**config.mk**
```make
export PLATFORM = sky130hd
export DESIGN_NAME = distribute_ingress_buffer
export DESIGN_NICKNAME = d
export VERILOG_FILES = /design/src/rtl/distribute_ingress_buffer.sv
export SDC_FILE = /design/constraint.sdc
export NUM_CORES = 1
export LEC_CHECK = 0
export BUFFER_PORTS_ARGS = -buffer_cell sky130_fd_sc_hd__buf_2
export CAP_MARGIN = 5
export CORE_ASPECT_RATIO = 1.1
export CORE_MARGIN = 8
export CORE_UTILIZATION = 37
export DETAILED_ROUTE_END_ITERATION = 10
export PLACE_DENSITY = 0.58
export SLEW_MARGIN = 0
export SYNTH_ARGS = -nofsm -noshare
export SYNTH_HDL_FRONTEND = slang
export SYNTH_SLANG_ARGS = --single-unit
```
**constraint.sdc**
```tcl
create_clock -name clk -period 2.5 [get_ports clk]
set_input_delay 0.125 -clock clk [delete_from_list [all_inputs] [get_ports clk]]
set_output_delay 0.125 -clock clk [all_outputs]
set_load 0.02 [all_outputs]
```
**src/rtl/distribute_ingress_buffer.sv**
```systemverilog
// Purpose     : elastic {cmd, data} token FIFO feeding the 1x2 distribute switch (head token on o_*).
// Latency     : token pushed at edge N is presented on o_valid/o_data_bus/o_cmd after edge N; no bypass.
// Backpressure: o_ready = !o_full from registered count only; a pop never frees a slot for a same-cycle push.
//
// Ports:
//   clk, rst_n                      clock, asynchronous active-low reset
//   i_valid, i_data_bus, i_cmd      producer token (push = i_valid & o_ready)
//   o_ready                         buffer can accept a token this cycle
//   o_valid, o_data_bus, o_cmd      head token toward the switch (all-zero when empty)
//   i_en                            switch enable, doubles as pop (pop = o_valid & i_en)
//   o_count, o_full, o_empty        occupancy and its registered-count derived flags
//
// Build option: define DIST_INGRESS_DROP_NULL_EN to accept-and-discard tokens whose cmd is 00.
module distribute_ingress_buffer #(
   parameter int DATA_WIDTH    = 32,
   parameter int COMMAND_WIDTH = 2,
   parameter int DEPTH         = 4,
   localparam int CW           = $clog2(DEPTH + 1)
) (
   input  logic                     clk,
   input  logic                     rst_n,
   input  logic                     i_valid,
   input  logic [DATA_WIDTH-1:0]    i_data_bus,
   input  logic [COMMAND_WIDTH-1:0] i_cmd,
   output logic                     o_ready,
   output logic                     o_valid,
   output logic [DATA_WIDTH-1:0]    o_data_bus,
   output logic [COMMAND_WIDTH-1:0] o_cmd,
   input  logic                     i_en,
   output logic [CW-1:0]            o_count,
   output logic                     o_full,
   output logic                     o_empty
);

   localparam int PW = (DEPTH > 1) ? $clog2(DEPTH) : 1;

   typedef struct packed {
      logic [COMMAND_WIDTH-1:0] cmd;
      logic [DATA_WIDTH-1:0]    data;
   } token_t;

   token_t        mem [DEPTH];
   logic [PW-1:0] wr_ptr;
   logic [PW-1:0] rd_ptr;
   logic [CW-1:0] count_q;

   logic   push;
   logic   pop;
   logic   store;
   token_t head;

   assign o_full  = (count_q == CW'(DEPTH));
   assign o_empty = (count_q == '0);
   assign o_ready = !o_full;
   assign o_valid = !o_empty;
   assign o_count = count_q;

   assign push = i_valid & o_ready;
   assign pop  = o_valid & i_en;

`ifdef DIST_INGRESS_DROP_NULL_EN
   // Null-command tokens complete the handshake but never occupy a slot.
   assign store = push & (i_cmd != '0);
`else
   assign store = push;
`endif

   // Switch sees all-zero dummy data while nothing is buffered.
   always_comb begin
      head       = mem[rd_ptr];
      o_data_bus = '0;
      o_cmd      = '0;
      if (!o_empty) begin
         o_data_bus = head.data;
         o_cmd      = head.cmd;
      end
   end

   // Storage is deliberately not reset; valid/empty gate every read.
   always_ff @(posedge clk) begin
      if (store) begin
         mem[wr_ptr] <= '{cmd: i_cmd, data: i_data_bus};
      end
   end

   // Explicit wrap keeps non-power-of-two depths correct.
   always_ff @(posedge clk or negedge rst_n) begin
      if (!rst_n) begin
         wr_ptr <= '0;
      end else if (store) begin
         if (wr_ptr == PW'(DEPTH - 1)) wr_ptr <= '0;
         else                          wr_ptr <= wr_ptr + PW'(1);
      end
   end

   always_ff @(posedge clk or negedge rst_n) begin
      if (!rst_n) begin
         rd_ptr <= '0;
      end else if (pop) begin
         if (rd_ptr == PW'(DEPTH - 1)) rd_ptr <= '0;
         else                          rd_ptr <= rd_ptr + PW'(1);
      end
   end

   always_ff @(posedge clk or negedge rst_n) begin
      if (!rst_n) begin
         count_q <= '0;
      end else begin
         case ({store, pop})
            2'b10:   count_q <= count_q + CW'(1);
            2'b01:   count_q <= count_q - CW'(1);
            default: count_q <= count_q;
         endcase
      end
   end

endmodule
```
==> out/qor.txt <==
Area of the die -> 19400 um^2
Post-CTS Setup Inserts -> 0
R2R depth -> 6
Slew headroom -> 0.590
PwrDens -> 1250 nW/um^2
Longest Clk Path Bufs -> 2
Max rail drop VDD -> 857 uV
CORE AREA -> 14900 um^2
Worst-skew pair later-pin latency -> 0.41 ns
Crit path launch type -> flop
Clock Tree Root -> clkbuf_16
Die H -> 145 um
Worst path cell trace -> buf_12 -> mux4_2 -> and2_1 -> buf_2
Final Cycle Share -> 0.909
Chip width -> 133 um
Io pins -> 79
Least-Margin Pin Slew -> 0.615 ns
1st-pass router iterations -> 4
HP Class -> in -> async
Area share of the largest cell type after synthesis -> 0.728
Critical path arrival -> 2.15 ns
Post-CTS Resized -> 0
Grt total ovfl -> 0
Commonest cells after routing, fill and taps aside -> 136 x edfxtp_1, 78 x buf_2, 35 x dlygate4sd3_1, 34 x mux4_2, 34 x and2_1
Gr usage total -> 0.116
Total Nets Final -> 434
Largest net degree at the start of global routing -> 37
Vias in the first global route -> 3150
Synthesized Nets -> 302
Final std cells w/o fill -> 598
Clock Pin Slew Worst Setup and Hold Paths -> 0.06 ns
Design Power -> 8.98 mW
Post-route cell area -> 7210 um^2
1st-iter DRT viols -> 154
TNS Setup -> 0 ns
Syn avg cell area -> 21.8 um^2
Worst Setup End Kind -> output pin
CP peak stage delay -> 0.62 ns
Drt wl/cell -> 18.0 um
Synth unique cells -> 19
CTS Buf Count -> 17
H-tree levels -> 4
TritonCTS clock tree -> built
CP max FO -> 17
Initial antenna violation count -> 0
YS warnings -> 0
Post-Place Cell Area -> 6290 um^2
P_leak -> 2.59 nW
Slew Viols, Final -> 0
Crit path required time -> 2.38 ns
Dpl cells -> 531
Vias per cell -> 4.65
Filler Cells Inserted -> 1309
Vias -> 2780
Top post-synthesis cells by area -> edfxtp_1 73%, mux4_2 14%, and2_1 4.2%
Endpoints failing setup -> 0
Final ANT Viol Nets -> 0
Synth Cell Area -> 5610 um^2
DP HPWL -> 6.87 mm
Area grow syn2layout -> 28.5%
Final wirelength -> 10.8 mm
Fin. Hold Viols -> 0
IO buf count -> 78
First-pass GRT wire length -> 17.1 mm
Layout cell share with drive strength beyond 1 -> 0.413
Clock sinks -> 143
Row cnt -> 47
Hold_buf cts -> 35
DRC Markers -> 0
Most common cell after layout, fill and taps aside -> edfxtp_1
ANT cells -> 0
GP Congestion -> 0.676
Worst Skew -> 0.0123 ns
MaxCap Viol Count -> 0
RSZ-0062 raised after global routing -> false
Min Tclk post-route -> 2.27 ns
Outcome -> complete, no violations
Initial Util -> 0.375
Synth area leader -> edfxtp_1
Critical-path top delay cell -> dfrtp_2
Number of synthesized register bits -> 143
Critical path class -> reg -> out
Fraction of the yosys area taken by sequential cells -> 0.759
Fmax -> 440 MHz
Post-Synthesis Cells -> 257
final cells by class:
| cell class | count | area (um^2) | share of cell area |
|---|---|---|---|
| tap | 196 | 245 | 0.0340 |
| sequential | 143 | 4260 | 0.591 |
| clock buffer | 18 | 429 | 0.0595 |
| timing repair buffer | 125 | 868 | 0.120 |
| clock inverter | 14 | 141 | 0.0196 |
| inverter | 8 | 30.0 | 0.00417 |
| multi-input combinational | 94 | 1230 | 0.171 |
synthesized netlist by cell type (all sizes together):
cell / count
and2: 39
buf: 12
dfrtp: 7
edfxtp: 136
fa: 1
ha: 6
inv: 8
mux2: 4
mux2i: 1
mux4: 34
nand3: 1
nor2: 3
nor2b: 1
or3: 1
xnor2: 1
xor2: 2
path summary, 6_finish.rpt:
kind	start	end	slack [ns]
worst min-delay path	rst_n	o_count[0]$_DFFE_PN0P_	0.09
worst min register to register	o_count[2]$_DFFE_PN0P_	o_count[2]$_DFFE_PN0P_	0.53
max in group asynchronous	rst_n	rd_ptr[0]$_DFFE_PN0P_	2.24
worst max register to register	o_count[0]$_DFFE_PN0P_	mem[2][1]$_DFFE_PP_	0.54
worst max-delay path	rd_ptr[0]$_DFFE_PN0P_	o_data_bus[28]	0.23
min in group clk	i_en	rd_ptr[1]$_DFFE_PN0P_	0.13
cells by family after synthesis:
kind of cell	share of synthesized area
XOR/XNOR	0.00469
adder cells (fa/ha/maj)	0.0170
buffers and inverters	0.0216
flip-flops	0.759
multiplexers	0.148
AND/OR/NAND/NOR	0.0495
stage by stage:
| stage | worst slack, ns | utilization | hold slack, ns |
|---|---|---|---|
| floorplan | 0.0125 | - | -0.171 |
| global placement | 0.598 | 0.421 | -0.0336 |
| detailed placement | 0.521 | 0.421 | -0.0257 |
| CTS | 0.148 | 0.483 | 0.0652 |
| global route | 0.0926 | 0.483 | 0.0961 |
| finish | 0.227 | 0.483 | 0.0863 |
per-layer routing:
| layer | vias to the layer above | wire [um] | track usage |
|---|---|---|---|
| met4 | 0 | 82 | 0.0405 |
| met2 | 63 | 5300 | 0.186 |
| met5 | - | 0 | 0 |
| li1 | 1286 | - | - |
| met3 | 7 | 500 | 0.0407 |
| met1 | 1424 | 4890 | 0.144 |
worst max-delay path: cells and delay by family (launching register included):
kind          cells  cell delay [ns]
mux               1             0.53
simple gates      1             0.17
buf+inv           2             0.40
flops             1             0.62
where the power goes:
part / leakage [nW] / internal [mW] / switching, mW
Combinational: 1.00 / 1.44 / 1.72
Sequential: 1.33 / 3.18 / 0.263
Clock: 0.262 / 1.46 / 0.920
Total: 2.59 / 6.08 / 2.90
registers in the layout (all words and copies together) (netlist names):
| name | count |
|---|---|
| mem | 136 |
| o_count | 3 |
| wr_ptr | 2 |
| rd_ptr | 2 |
(Power assumes the default switching activity.)
